## src/rtl/frogger_pkg.sv

```systemverilog
// Shared definitions for the frogger game-session logic.
//   state_e  : life-controller state encoding (also visible on o_State)
//   GRID_*   : playfield size in tiles, TILE_SIZE in pixels
//   max_int  : helper for sizing counters from parameters
package frogger_pkg;

    typedef enum logic [1:0] {
        ST_IDLE      = 2'd0,
        ST_PLAYING   = 2'd1,
        ST_HIT       = 2'd2,
        ST_GAME_OVER = 2'd3
    } state_e;

    localparam int GRID_W    = 16;
    localparam int GRID_H    = 12;
    localparam int TILE_SIZE = 40;

    function automatic int max_int(input int a, input int b);
        return (a > b) ? a : b;
    endfunction

endpackage

```

## src/rtl/frogger_life_ctrl_if.sv

```systemverilog
// Signal bundle between the game logic and the life controller.
//   i_Game_Start   debounced start button level
//   i_Collided     frog/car overlap level
//   i_Frame_Tick   one pulse per video frame
//   o_Game_Active  high while PLAYING or HIT
//   o_Frog_Respawn one-cycle request to put the frog back on the start tile
//   o_Game_Over    high in GAME_OVER
//   o_LED_2/3/4    lives >= 1 / >= 2 / >= 3
//   o_State        current state (debug)
interface frogger_life_ctrl_if;

    logic       i_Game_Start;
    logic       i_Collided;
    logic       i_Frame_Tick;
    logic       o_Game_Active;
    logic       o_Frog_Respawn;
    logic       o_Game_Over;
    logic       o_LED_2;
    logic       o_LED_3;
    logic       o_LED_4;
    logic [1:0] o_State;

    // master: game side driving events in; slave: the life controller
    modport master (
        output i_Game_Start, i_Collided, i_Frame_Tick,
        input  o_Game_Active, o_Frog_Respawn, o_Game_Over,
        input  o_LED_2, o_LED_3, o_LED_4, o_State
    );

    modport slave (
        input  i_Game_Start, i_Collided, i_Frame_Tick,
        output o_Game_Active, o_Frog_Respawn, o_Game_Over,
        output o_LED_2, o_LED_3, o_LED_4, o_State
    );

endinterface

```

## src/rtl/rise_detect.sv

```systemverilog
// Rising-edge detector with a one-cycle history register.
//   clk, reset : clock and synchronous active-high reset
//   in_i       : level input
//   pulse_o    : high for the cycle in which in_i is 1 and was 0 last cycle
module rise_detect (
    input  logic clk,
    input  logic reset,
    input  logic in_i,
    output logic pulse_o
);

    logic hist_q;

    always_ff @(posedge clk) begin
        if (reset) hist_q <= 1'b0;
        else       hist_q <= in_i;
    end

    assign pulse_o = in_i & ~hist_q;

endmodule

```

## src/rtl/frogger_life_ctrl.sv

```systemverilog
// Game-session controller: tracks lives, gates play, requests frog respawns
// and enforces frame-counted invulnerability / game-over lockout windows.
//   i_Clk, i_Reset : clock, synchronous active-high reset
//   bus            : game-side event inputs and registered status outputs
//
// state      | meaning
// -----------+---------------------------------------------------------
// IDLE       | waiting for start, lives held at NUM_LIVES
// PLAYING    | frog live; a collision edge costs one life
// HIT        | invulnerable for HIT_FRAMES frame ticks
// GAME_OVER  | lives=0; start accepted once OVER_FRAMES ticks have elapsed
module frogger_life_ctrl
    import frogger_pkg::*;
#(
    parameter int NUM_LIVES   = 3,
    parameter int HIT_FRAMES  = 60,
    parameter int OVER_FRAMES = 120
) (
    input  logic                i_Clk,
    input  logic                i_Reset,
    frogger_life_ctrl_if.slave  bus
);

    localparam int LW = $clog2(NUM_LIVES + 1);
    localparam int CW = $clog2(max_int(HIT_FRAMES, OVER_FRAMES) + 1);

    localparam logic [LW-1:0] LIVES_INIT = LW'(NUM_LIVES);
    localparam logic [CW-1:0] HIT_LAST   = CW'(HIT_FRAMES - 1);
    localparam logic [CW-1:0] OVER_SAT   = CW'(OVER_FRAMES);

    state_e          state_q, state_d;
    logic [LW-1:0]   lives_q, lives_d;
    logic [CW-1:0]   cnt_q, cnt_d;
    logic            respawn_q, respawn_d;
    logic            active_q, over_q;
    logic [2:0]      led_q, led_d;
    logic            start_rise, coll_rise;

    rise_detect u_start_rise (
        .clk     (i_Clk),
        .reset   (i_Reset),
        .in_i    (bus.i_Game_Start),
        .pulse_o (start_rise)
    );

    rise_detect u_coll_rise (
        .clk     (i_Clk),
        .reset   (i_Reset),
        .in_i    (bus.i_Collided),
        .pulse_o (coll_rise)
    );

    always_comb begin
        state_d   = state_q;
        lives_d   = lives_q;
        cnt_d     = cnt_q;
        respawn_d = 1'b0;

        unique case (state_q)
            ST_IDLE: begin
                lives_d = LIVES_INIT;
                cnt_d   = '0;
                if (start_rise) begin
                    state_d   = ST_PLAYING;
                    respawn_d = 1'b1;
                end
            end
            ST_PLAYING: begin
                // A hit takes priority over any frame tick in the same cycle;
                // ticks are not counted while playing anyway.
                if (coll_rise) begin
                    cnt_d = '0;
                    if (lives_q <= LW'(1)) begin
                        state_d = ST_GAME_OVER;
                        lives_d = '0;
                    end else begin
                        state_d   = ST_HIT;
                        lives_d   = lives_q - LW'(1);
                        respawn_d = 1'b1;
                    end
                end
            end
            ST_HIT: begin
                if (bus.i_Frame_Tick) begin
                    if (cnt_q == HIT_LAST) begin
                        state_d = ST_PLAYING;
                        cnt_d   = '0;
                    end else begin
                        cnt_d = cnt_q + CW'(1);
                    end
                end
            end
            ST_GAME_OVER: begin
                // An early start edge is simply dropped; because the edge
                // detector has already consumed it, a fresh press is needed.
                if (start_rise && cnt_q == OVER_SAT) begin
                    state_d   = ST_PLAYING;
                    lives_d   = LIVES_INIT;
                    cnt_d     = '0;
                    respawn_d = 1'b1;
                end else if (bus.i_Frame_Tick && cnt_q != OVER_SAT) begin
                    cnt_d = cnt_q + CW'(1);
                end
            end
            default: state_d = ST_IDLE;
        endcase

        led_d = {int'(lives_d) >= 3, int'(lives_d) >= 2, int'(lives_d) >= 1};
    end

    always_ff @(posedge i_Clk) begin
        if (i_Reset) begin
            state_q   <= ST_IDLE;
            lives_q   <= LIVES_INIT;
            cnt_q     <= '0;
            respawn_q <= 1'b0;
            active_q  <= 1'b0;
            over_q    <= 1'b0;
            led_q     <= {NUM_LIVES >= 3, NUM_LIVES >= 2, NUM_LIVES >= 1};
        end else begin
            state_q   <= state_d;
            lives_q   <= lives_d;
            cnt_q     <= cnt_d;
            respawn_q <= respawn_d;
            active_q  <= (state_d == ST_PLAYING) || (state_d == ST_HIT);
            over_q    <= (state_d == ST_GAME_OVER);
            led_q     <= led_d;
        end
    end

    assign bus.o_State        = state_q;
    assign bus.o_Game_Active  = active_q;
    assign bus.o_Game_Over    = over_q;
    assign bus.o_Frog_Respawn = respawn_q;
    assign bus.o_LED_2        = led_q[0];
    assign bus.o_LED_3        = led_q[1];
    assign bus.o_LED_4        = led_q[2];

endmodule

```

## src/flat_wrapper.sv

```systemverilog
// flat-port wrapper written by rule: the top's interface ports become plain ports
module frogger_life_ctrl_flat import frogger_pkg::*;
#(
    parameter int NUM_LIVES   = 3,
    parameter int HIT_FRAMES  = 60,
    parameter int OVER_FRAMES = 120
)
  (i_Clk, i_Reset, bus_i_Game_Start, bus_i_Collided, bus_i_Frame_Tick, bus_o_Game_Active, bus_o_Frog_Respawn, bus_o_Game_Over, bus_o_LED_2, bus_o_LED_3, bus_o_LED_4, bus_o_State);
  frogger_life_ctrl_if bus_i ();
  input  logic i_Clk;
  input  logic i_Reset;
  input wire logic [$bits(bus_i.i_Game_Start)-1:0] bus_i_Game_Start;
  input wire logic [$bits(bus_i.i_Collided)-1:0] bus_i_Collided;
  input wire logic [$bits(bus_i.i_Frame_Tick)-1:0] bus_i_Frame_Tick;
  output wire logic [$bits(bus_i.o_Game_Active)-1:0] bus_o_Game_Active;
  output wire logic [$bits(bus_i.o_Frog_Respawn)-1:0] bus_o_Frog_Respawn;
  output wire logic [$bits(bus_i.o_Game_Over)-1:0] bus_o_Game_Over;
  output wire logic [$bits(bus_i.o_LED_2)-1:0] bus_o_LED_2;
  output wire logic [$bits(bus_i.o_LED_3)-1:0] bus_o_LED_3;
  output wire logic [$bits(bus_i.o_LED_4)-1:0] bus_o_LED_4;
  output wire logic [$bits(bus_i.o_State)-1:0] bus_o_State;
  assign bus_i.i_Game_Start = bus_i_Game_Start;
  assign bus_i.i_Collided = bus_i_Collided;
  assign bus_i.i_Frame_Tick = bus_i_Frame_Tick;
  assign bus_o_Game_Active = bus_i.o_Game_Active;
  assign bus_o_Frog_Respawn = bus_i.o_Frog_Respawn;
  assign bus_o_Game_Over = bus_i.o_Game_Over;
  assign bus_o_LED_2 = bus_i.o_LED_2;
  assign bus_o_LED_3 = bus_i.o_LED_3;
  assign bus_o_LED_4 = bus_i.o_LED_4;
  assign bus_o_State = bus_i.o_State;
  frogger_life_ctrl #(.NUM_LIVES(NUM_LIVES), .HIT_FRAMES(HIT_FRAMES), .OVER_FRAMES(OVER_FRAMES)) u_core (.i_Clk(i_Clk), .i_Reset(i_Reset), .bus(bus_i));
endmodule
```

## config.mk

```make
export PLATFORM = sky130hd
export DESIGN_NAME = frogger_life_ctrl_flat
export DESIGN_NICKNAME = d
export VERILOG_FILES = /design/src/rtl/frogger_pkg.sv /design/src/rtl/frogger_life_ctrl_if.sv /design/src/rtl/rise_detect.sv /design/src/rtl/frogger_life_ctrl.sv /design/src/flat_wrapper.sv
export SDC_FILE = /design/constraint.sdc
export NUM_CORES = 1
export LEC_CHECK = 0
export BUFFER_PORTS_ARGS = -buffer_cell sky130_fd_sc_hd__clkbuf_2
export CORE_ASPECT_RATIO = 1.5
export CORE_MARGIN = 8
export CORE_UTILIZATION = 40
export CTS_CLUSTER_SIZE = 24
export DETAILED_ROUTE_END_ITERATION = 8
export PLACE_DENSITY = 0.59
export REMOVE_ABC_BUFFERS = 1
export SETUP_SLACK_MARGIN = 0.1
export SLEW_MARGIN = 20
export SYNTH_ARGS = -nofsm -noshare
export SYNTH_HDL_FRONTEND = slang
export SYNTH_SLANG_ARGS = --single-unit
```

## constraint.sdc

```tcl
create_clock -name i_Clk -period 2.37 [get_ports i_Clk]
set_clock_uncertainty 0.1 [all_clocks]
set_input_delay 0.237 -clock i_Clk [delete_from_list [all_inputs] [get_ports i_Clk]]
set_output_delay 0.237 -clock i_Clk [all_outputs]
set_load 0.1 [all_outputs]
```

==> results.env <==
CLKLATENCYLATEPIN_NS=0.30
DR.FIRST_ITER.DRC_COUNT=18
SLEW_HEADROOM_PCT=64.1
OUTCOME='complete, no violations'
GRT_ANTENNA_BEFORE_REPAIR=0
FINALNONFILLERCELLS=145
CTSHTREEMAXLEVEL=1
SYNTH-SEQ-CELLS=19
DP_HPWL_UM=1440
R2R-START='u_core.cnt_q[0]$_SDFFE_PP0P_'
GRT.OVERFLOW.TOTAL=0
YOSYS.AREA.TOP_TYPE='dfxtp_1'
SYNTH_CELL_AREA_UM2=918
DIEWIDTH_UM=55.1
NUMPLACEDINSTANCES=141
DIE_AREA_MM2=0.00412
ROUTABILITY_CONGESTION=0.832
TIMING.SETUP.TNS_NS=0
FINAL-MAX-SLEW-VIOLATION-COUNT=0
FLOORPLAN.ROWS=21
TIMING.HOLD.WORST.START='bus_i_Game_Start'
SYNTH.YOSYS.WARNINGS=0
SETUP-VIOLATIONS-FINAL=0
AREA_GROWTH_SYN_TO_LAYOUT_PCT=10.9
ROUTE.VIAS.TOTAL=788
CTS_INSERTED_BUFFERS=3
HOLDCRITPATHCLASS='input pin to flop'
TIMING.CRITICAL_PATH.REQUIRED_NS=2.45
ROUTED_LEN_INST_UM=12.9
CTS-HOLD-FIX-BUFFERS=0
TRITONCTS_CLOCK_TREE='built'
ANTENNA_VIOLATING_NETS_POST_ROUTE=0
DIE_HEIGHT_UM=74.7
CTS_SETUP_BUFFERS=0
SYNTH-EDFF-COUNT=0
P_LEAK_nW=0.361
WORST_SETUP_PATH_STARTPOINT='u_core.cnt_q[0]$_SDFFE_PP0P_'
STARTING_DENSITY_PCT=41.6
SYNTH_ASYNC_SR_FLOP_SHARE_PCT=0
CLK_PIN_SLEW_WORST_PATHS_NS=0.10
POWER_PER_CELL_AREA_mW_PER_MM2=616
ANTENNADIODECOUNT=0
FINALCRITICALPERIOD_NS=2.03
FINALHOLDVIOLCOUNT=0
DRT_PRE_ANTENNA_ITERS=4
CP.ARRIVAL_NS=2.12
SYNTHMOSTINSTANTIATEDCELL='dfxtp_1'
IR_WORST_VDD_V=0.000269
TIMING.FMAX_MHz=492
ROUTED_WL_UM=1870
FINAL_CRITICAL_PATH_SHARE_OF_THE_CLOCK_PERIOD_PCT=85.8
NETLIST.AREA_LEADER.SHARE_PCT=41.4
GRT_MAX_DEGREE=21
CTS.REPAIR.RESIZED=0
DRIVE_GT1_SHARE_PCT=15.6
TIMING_WORST_SLEW_PIN_VALUE_NS=0.537
SYNTHCELLS=110
CRIT_PATH_END_KIND='flop'
CORE_MM2=0.00221
VIA_PER_INST=5.43
PORT-BUFFER-COUNT=12
PATH_CLASS='flop to flop'
DOMINANTREGCELLSYNTH='dfxtp_1'
DRV_CAP=0
WORSTSETUPSTARTPOINTTYPE='flop'
CLOCK_ROOT_CELL='clkbuf_4'
GLOBALROUTETOTALUTIL_PCT=9.64
WORST-PATH-MAX-FANOUT=5
CLOCK-SINKS=19
DETAIL_ROUTE.DRC_VIOLATIONS=0
POST_SYNTH_MAIN_AREA_CONTRIBUTORS='dfxtp_1 (41%), nor2b_1 (6.1%), nand2_1 (4.5%), ha_1 (4.1%), a21oi_1 (3.3%)'
DESIGN.FINAL.NETS=131
IO-PIN-COUNT=13
POSTSYNTHAREAPERCELL_UM2=8.35
SEQ_AREA_FRAC_SYNTH_PCT=41.4
SYNTH_COMMONEST_CELLS='dfxtp_1 (19), nand2_1 (11), nor2b_1 (9)'
CLK_PATH_BUF_DEPTH=2
RSZ_0062_RAISED_AFTER_GLOBAL_ROUTING='no'
GRT_PASS1_WL_UM=2970
FIRST_GLOBAL_VIAS=713
YOSYSUNIQUECELLTYPES=31
[worst max-delay path, cell delays in order, from the launching register on]
cell	delay, ns
dfxtp_1	0.39
inv_1	0.07
ha_1	0.18
and3b_1	0.21
a31oi_1	0.34
o21ai_0	0.12
o21ai_0	0.13
ha_1	0.26
nor2b_1	0.12
[cell type report]
cell class | instances | area [µm²]
clock buffer | 4 | 26.3
fill | 233 | 1190
inverter | 8 | 30.0
multi-input combinational | 79 | 493
sequential | 19 | 380
tap | 23 | 28.8
timing repair buffer | 12 | 60.1
[logic make-up after synthesis]
| group | after synthesis | synth area share (%) |
|---|---|---|
| AOI/OAI and AO/OA | 26 | 18.7 |
| xor gates and xnor gates | 2 | 1.91 |
| adders and majority gates | 3 | 4.09 |
| buffers and inverters | 12 | 4.90 |
| DFF | 19 | 41.4 |
| and+or+nand+nor | 48 | 29.0 |
[through the flow]
step | worst slack, ns | hold slack [ns] | util, % | cell area (µm²) | total power, mW
after CTS | 0.330 | 0.0779 | 46.1 | 1020 | 0.634
after detailed placement | 0.343 | 0.384 | 45.0 | 992 | 0.473
after global placement | 0.411 | 0.364 | 45.0 | 992 | 0.472
after global routing | 0.162 | 0.0841 | 46.1 | 1020 | 0.655
final | 0.336 | 0.0678 | 46.1 | 1020 | 0.628
after floorplan | 0.0198 | 0.206 | - | 903 | 0.446
[sequential cells by signal (all words and copies together), names as in the netlist]
register and flops:
u_core.bus.o_Frog_Respawn 1, u_core.cnt_q 7, u_core.bus.o_State 2, u_core.led_q 3, u_core.bus.o_Game_Over 1, u_core.u_coll_rise.hist_q 1, u_core.lives_q 2, u_core.u_start_rise.hist_q 1
u_core.bus.o_Game_Active 1
[metal layers]
layer / routed length, µm / vias up / global-route usage, %
li1: - / 413 / -
met1: 775 / 358 / 9.21
met2: 953 / 13 / 17.5
met3: 115 / 4 / 2.37
met4: 29 / 0 / 5.36
met5: 0 / - / 0
[layout by cell type (no fill, tap or decap), types with 2 or more instances in the layout]
master,instances
dfxtp_1,19
clkbuf_4,3
xnor2_1,2
nor3_1,4
a31oi_1,3
or2_2,3
a21oi_1,6
a311oi_1,3
nor2_1,2
nand4_1,2
or3_1,2
nand2_1,11
o32ai_1,3
nand3_1,5
nand2b_1,3
clkbuf_2,12
inv_1,8
ha_1,3
nor2b_1,9
o21ai_0,6
[report_power, final]
part	switching (mW)	internal (mW)	total, mW
sequential	0.0118	0.330	0.342
combinational	0.0936	0.0293	0.123
clock	0.0971	0.0657	0.163
total	0.203	0.425	0.628
[worst paths after layout]
| check | endpoint | slack [ns] | cells past startpoint |
|---|---|---|---|
| worst max-delay path | u_core.bus.o_Game_Active$_SDFF_PP0_ | 0.34 | 8 |
| worst min-delay path | u_core.u_start_rise.hist_q$_SDFF_PP0_ | 0.07 | 2 |
| worst max register to register | u_core.bus.o_Game_Active$_SDFF_PP0_ | 0.34 | 8 |
| worst min register to register | u_core.cnt_q[1]$_SDFFE_PP0P_ | 0.40 | 2 |
Power figures use the tool's default switching activity.
